<file path="src/rtl/usr_pkg.sv">
// Shared types for the universal shift register.
package usr_pkg;

   typedef enum logic [1:0] {
      USR_HOLD = 2'b00,
      USR_SHR  = 2'b01,
      USR_SHL  = 2'b10,
      USR_LOAD = 2'b11
   } usr_mode_e;

endpackage : usr_pkg

</file>
<file path="src/rtl/usr_word_counter.sv">
// Mod-WIDTH shift counter with a registered one-cycle wrap pulse.
// clr wins over inc; with neither asserted the count holds and the pulse drops.
module usr_word_counter #(
   parameter int WIDTH = 8,
   parameter int CNT_W = $clog2(WIDTH)
) (
   input  logic             clk,
   input  logic             reset_n,
   input  logic             clr,
   input  logic             inc,
   output logic [CNT_W-1:0] cnt,
   output logic             wrap
);

   localparam logic [CNT_W-1:0] LAST = CNT_W'(WIDTH - 1);
   localparam logic [CNT_W-1:0] ONE  = CNT_W'(1);

   // Count completed shifts; wrap at WIDTH-1 so non-power-of-two widths close words correctly.
   always_ff @(posedge clk or negedge reset_n) begin
      if (!reset_n) begin
         cnt  <= '0;
         wrap <= 1'b0;
      end else if (clr) begin
         cnt  <= '0;
         wrap <= 1'b0;
      end else if (inc) begin
         if (cnt == LAST) begin
            cnt  <= '0;
            wrap <= 1'b1;
         end else begin
            cnt  <= cnt + ONE;
            wrap <= 1'b0;
         end
      end else begin
         wrap <= 1'b0;
      end
   end

endmodule : usr_word_counter

</file>
<file path="src/rtl/univ_shift_reg.sv">
// WIDTH-bit universal register: hold, shift right, shift left, parallel load,
// with synchronous clear/set and a word-completion counter for SIPO/PISO use.
module univ_shift_reg
   import usr_pkg::*;
#(
   parameter int               WIDTH     = 8,
   parameter logic [WIDTH-1:0] RESET_VAL = '0,
   parameter int               CNT_W     = $clog2(WIDTH)
) (
   input  logic             clk,
   input  logic             reset_n,
   input  logic             clr,
   input  logic             set,
   input  logic             en,
   input  logic [1:0]       mode,
   input  logic             sin_r,
   input  logic             sin_l,
   input  logic [WIDTH-1:0] d,
   output logic [WIDTH-1:0] q,
   output logic             sout_r,
   output logic             sout_l,
   output logic [CNT_W-1:0] shift_cnt,
   output logic             word_done
);

   usr_mode_e mode_e;
   logic      do_shift;
   logic      cnt_clr;

   assign mode_e = usr_mode_e'(mode);

   // A shift only counts when it actually executes, i.e. not overridden by clr/set.
   assign do_shift = !clr && !set && en && ((mode_e == USR_SHR) || (mode_e == USR_SHL));
   // A load starts a fresh word, as do clear and set.
   assign cnt_clr  = clr || set || (en && (mode_e == USR_LOAD));

   // Register datapath: clr > set > enabled mode operation > hold.
   always_ff @(posedge clk or negedge reset_n) begin
      if (!reset_n) begin
         q <= RESET_VAL;
      end else if (clr) begin
         q <= '0;
      end else if (set) begin
         q <= '1;
      end else if (en) begin
         case (mode_e)
            USR_SHR:  q <= {sin_r, q[WIDTH-1:1]};
            USR_SHL:  q <= {q[WIDTH-2:0], sin_l};
            USR_LOAD: q <= d;
            default:  q <= q;
         endcase
      end
   end

   assign sout_r = q[0];
   assign sout_l = q[WIDTH-1];

   usr_word_counter #(
      .WIDTH (WIDTH),
      .CNT_W (CNT_W)
   ) u_word_counter (
      .clk     (clk),
      .reset_n (reset_n),
      .clr     (cnt_clr),
      .inc     (do_shift),
      .cnt     (shift_cnt),
      .wrap    (word_done)
   );

endmodule : univ_shift_reg
</file>
<file path="config.mk">
export PLATFORM = sky130hd
export DESIGN_NAME = univ_shift_reg
export DESIGN_NICKNAME = d
export VERILOG_FILES = /design/src/rtl/usr_pkg.sv /design/src/rtl/usr_word_counter.sv /design/src/rtl/univ_shift_reg.sv
export SDC_FILE = /design/constraint.sdc
export NUM_CORES = 1
export LEC_CHECK = 0
export BUFFER_PORTS_ARGS = -buffer_cell sky130_fd_sc_hd__buf_2
export CAP_MARGIN = 10
export CORE_MARGIN = 2
export CORE_UTILIZATION = 42
export CTS_CLUSTER_SIZE = 16
export DETAILED_ROUTE_END_ITERATION = 10
export PLACE_DENSITY = 0.84
export SETUP_SLACK_MARGIN = 0.4
export SLEW_MARGIN = 10
export SYNTH_ARGS = -nofsm -noshare
export SYNTH_HDL_FRONTEND = slang
export SYNTH_SLANG_ARGS = --single-unit
</file>
<file path="constraint.sdc">
create_clock -name clk -period 1.2 [get_ports clk]
set_clock_uncertainty 0.2 [all_clocks]
set_input_delay 0.24 -clock clk [delete_from_list [all_inputs] [get_ports clk]]
set_output_delay 0.24 -clock clk [all_outputs]
set_load 0.005 [all_outputs]
</file>
# Word level (Yosys, flattened, before mapping)
# Index checks and enable logic that the tools add are counted.
[word_totals] regBits=12 output_inout_bits=14 inputBits=17 word_cells=31
[op_classes] n_reduce_logical=13 n_addsub=1 n_eq_ne=4 n_mux=10
[op_table] cell="$mux W8" count=3
[op_table] cell="$pmux W8 S3" count=1
[op_table] cell="$mux W3" count=3
[op_table] cell="$reduce_bool A5 Y1" count=1
[op_table] cell="$eq A2 B2 Y1 const B" count=2
[op_table] cell="$logic_and A1 B1 Y1" count=4
[op_table] cell="$add A3 B1 Y3 const B" count=1
[op_table] cell="$eq A3 B3 Y1 const B" count=1
[op_table] cell="$logic_or A1 B1 Y1" count=3
[op_table] cell="$mux W1" count=3
[op_table] cell="$reduce_bool A3 Y1" count=1
[op_table] cell="$eq A2 B1 Y1 const B" count=1
[op_table] cell="$logic_not A1 Y1" count=2
[op_table] cell="$reduce_and A2 Y1" count=1
[op_table] cell="$reduce_bool A2 Y1" count=1

# Logic depth before layout (Yosys ltp)
[depth] depth_word=6 depth_mapped=6

# Hierarchy
# A second synthesis with hierarchy kept.
[unflattened] hier_cells=80 hier_area_um2=850.8
[modules_own_cells] mod="univ_shift_reg" seq_area_each_um2=200.2 cells_each=65 n_inst=1 area_each_um2=666.9
[modules_own_cells] mod="usr_word_counter" seq_area_each_um2=100.1 cells_each=15 n_inst=1 area_each_um2=183.9

# Worst setup path after synthesis
# Ideal clock, no wire load.
[synth_path] kind="input-to-reg" from="input mode[0]" to="register q[0]" required_ns=0.875 path_stages=5 arrival_ns=1.340 setup_slack_ns=-0.466 cell_sequence="ha_1 > nand2b_1 > a211o_1 > buf_6 > mux2_4"
[synth_between] elab_chain_len=5 word_cells_on_any_way=9 cone_classes="eq/ne (3); mux (4); reduce/logical (2)"
[synth_lines] element="start: declaration" line="univ_shift_reg.sv:15" rtl="input logic [1:0] mode,"
[synth_lines] element="$eq A2 B2 Y1 / $eq A2 B1 Y1 (equally long branches)" line="univ_shift_reg.sv:46" rtl="case (mode_e)"
[synth_lines] element="$pmux W8 S3" line="univ_shift_reg.sv:46"
[synth_lines] element="$mux W8" line="univ_shift_reg.sv:45" rtl="end else if (en) begin"
[synth_lines] element="$mux W8" line="univ_shift_reg.sv:43" rtl="end else if (set) begin"
[synth_lines] element="$mux W8" line="univ_shift_reg.sv:41" rtl="end else if (clr) begin"
[synth_lines] element="end signal: assignment" line="univ_shift_reg.sv:47" rtl="USR_SHR: q <= {sin_r, q[WIDTH-1:1]};"
[synth_lines] element="end signal: assignment" line="univ_shift_reg.sv:48" rtl="USR_SHL: q <= {q[WIDTH-2:0], sin_l};"
[synth_lines] element="end signal: assignment" line="univ_shift_reg.sv:50" rtl="default: q <= q;"
[synth_lines] element="end: declaration" line="univ_shift_reg.sv:19" rtl="output logic [WIDTH-1:0] q,"
# Parallel ways exist; a longest one is shown, timed or not. The select of a mux whose other input is x is not followed.
# A chain may end at the register's enable or synchronous reset.

# Final worst setup path
[layout_path] from="input mode[0]" to="register q[1]"
# The elaborated chain is that of the path after synthesis.

==> flow_summary.ini <==
[timing]
fin_tns_setup_ns = -3.74
hold_viol_final = 12
min_period_over_period = 1.20
max_freq_ghz = 0.692
rsz0062_at_grt = true
hold_ws_ns = -0.367
setup_violations = 24
slew_headroom = 0.771
drv_slew = 0
min_period_ns = 1.45
worstMarginPinSlew_ns = 0.344
setup_ws_ns = -0.246

[clock_tree]
clock-sinks = 12
clk_latency_ns = 0.27
clkSlewWorstSetupHoldPaths_ns = 0.08
cts_tree = done
numCtsBuffers = 3
ctsRootBufferMaster = clkbuf_4
cts_buffer_depth = 2
h-tree-depth = 1

[run_status]
violations = hold timing, setup timing
outcome = finished with violations

[die]
core_sq_um = 1750
pin_count = 31
fp.dieW_um = 47.5
std_cell_rows = 15
start_util = 0.455
die_area_sq_um = 2260
die_h_um = 47.5

[grt]
grt_util_met1 = 0.259
gr-total-overflow = 0
grt_pass1_vias = 771
grt_max_degree = 18
antenna_found_initial = 0
grtUsageMet2 = 0.397
grt_use_total = 0.217
grt_pass1_wl_um = 3390
grt.met3_usage = 0.0377
gr-max-usage-layer = met2

[drt]
wl_per_cell_um = 16.0
wl_um = 2400
drt_iter0_drc = 8
viasPerCell = 5.51
drtAntennaViolNets = 0
first_pass_iters = 6
drc = 0
vias = 827

[synth]
yosys_register_bits = 12
yosysSeqAreaShare = 0.378
synthCells = 78
netlist_area_sq_um = 795
yosysTopAreaCellShare = 0.378
yosysWarnings = 0
syn-num-nets = 99
avgSynthCellArea_sq_um = 10.2
synth.area.top_cells = dfrtp_1, mux2_4, or3b_2, a21oi_1, ha_1
synth_top_area_cell = dfrtp_1
synth_cell_types = 20

[critical_path]
start_kind = input pin
crit_arrival_ns = 1.41
cp_data_required_time_ns = 1.16
critPathMaxFanout = 8
setup.worst_path.end_class = flop
path_class = input pin to flop

[cells_and_area]
fillCellCount = 122
multiInputGateArea_sq_um = 558
nets = 148
final_area_sq_um = 1340
final_util = 0.768
num_antenna_cells = 0
register_area_sq_um = 300
final_cells = 150
drive_gt1_frac = 0.680
areaGrowthSynthToFinish_pct = 68.8

[min_path]
hold_path.class = input pin to asynchronous set/reset pin

[place]
pre_cts_ws_ns = -0.684
dpl.cell_count = 142
hpwlAfterDp_um = 1480
globalplace.congestion = 0.818
placed_area_sq_um = 1080
portBuffers = 30

[pwr]
power.leakage_nw = 0.641
p_int_uw = 834
power_frac_seq = 0.397
pwr-share-clk = 0.220
power_density_nw_per_um2 = 872
p_sw_frac = 0.288
pwr-share-comb = 0.383
switching_power_uw = 337
ir_drop_uv = 512

[job]
drv_cap = 0
==> area by class of cell <==
class                           count  area share
Clock buffer                        3      0.0168
Multi-Input combinational cell     58       0.416
Tap cell                           25      0.0233
Timing Repair Buffer               51       0.312
Sequential cell                    12       0.224
Inverter                            1     0.00840
==> final timing paths <==
check | to | cells after the start | startpoint | slack, ns
min | q[7]$_DFFE_PN0P_ | 1 | reset_n | -0.37
max | q[1]$_DFFE_PN0P_ | 6 | mode[0] | -0.25
min in group clk | q[0]$_DFFE_PN0P_ | 4 | sin_l | 0.22
min reg2reg | q[4]$_DFFE_PN0P_ | 1 | q[4]$_DFFE_PN0P_ | 0.41
max in group asynchronous | u_word_counter.wrap$_DFF_PN0_ | 1 | reset_n | 0.95
max reg2reg | q[5]$_DFFE_PN0P_ | 3 | q[4]$_DFFE_PN0P_ | -0.23
==> worst max-delay path, cell delays in order <==
cell      delay (ns)
buf_8           0.09
inv_8           0.03
ha_4            0.26
nand2b_4        0.05
a211o_4         0.41
mux2_4          0.32
==> metal layers <==
| layer | share of wire | vias up |
|---|---|---|
| met3 | 0.051 | 6 |
| met2 | 0.55 | 36 |
| met4 | 0.016 | 0 |
| met5 | 0 | - |
| met1 | 0.38 | 409 |
| li1 | - | 376 |
==> power by group through the flow <==
stage	Combinational (mW)	Clock (mW)	Sequential (mW)
final	0.448	0.257	0.465
after CTS	0.412	0.250	0.464
after global placement	0.317	0	0.464
after floorplan	0.177	0	0.474
after detailed placement	0.326	0	0.467
after global routing	0.478	0.273	0.468
==> Yosys cell counts (all sizes together) <==
cell,number
a21oi,10
buf,6
nand2,11
clkbuf,1
or3b,8
inv,1
a31oi,6
mux2,8
nor2,3
a211o,2
nor2b,1
a221oi,2
mux2i,1
nand2b,2
dfrtp,12
ha,4
==> what timing repair did <==
| action | CTS | global route |
|---|---|---|
| buffers inserted | 5 | 0 |
| setup endpoints to repair | 26 | 26 |
| gates resized for setup | 30 | 14 |
| hold endpoints to repair | 12 | 12 |
| pin swaps | 6 | 10 |
==> per-stage QoR <==
stage	hold WS (ns)	power, mW
final	-0.367	1.17
after global routing	-0.358	1.22
after CTS	-0.358	1.13
after detailed placement	-0.0660	0.793
after global placement	-0.0743	0.781
after floorplan	-0.256	0.651
==> kinds of logic after synthesis <==
kind of cell,synth area share
AO/OA/AOI/OAI,0.154
flip-flops,0.378
AND/OR/NAND/NOR,0.178
adder cells (fa/ha/maj),0.0630
buffers and inverters,0.0630
multiplexers,0.164
==> cell usage in the layout (no fill, tap or decap), types with 2 or more instances in the layout <==
cell / netlist / final
a21oi_2: 0 / 3
nand2_2: 0 / 3
ha_4: 0 / 4
or3b_2: 7 / 4
nor2_1: 3 / 2
a21oi_1: 10 / 7
a221oi_1: 2 / 2
or3b_4: 0 / 3
mux2_4: 8 / 8
a31oi_1: 6 / 5
buf_4: 3 / 11
dfrtp_1: 12 / 12
nand2_1: 11 / 8
buf_6: 1 / 20
buf_2: 1 / 19
clkbuf_4: 0 / 3
==> flip-flops by register name (all words and copies together), names as in the netlist <==
register	count
q	8
u_word_counter.wrap	1
u_word_counter.cnt	3
(Power assumes the default switching activity.)
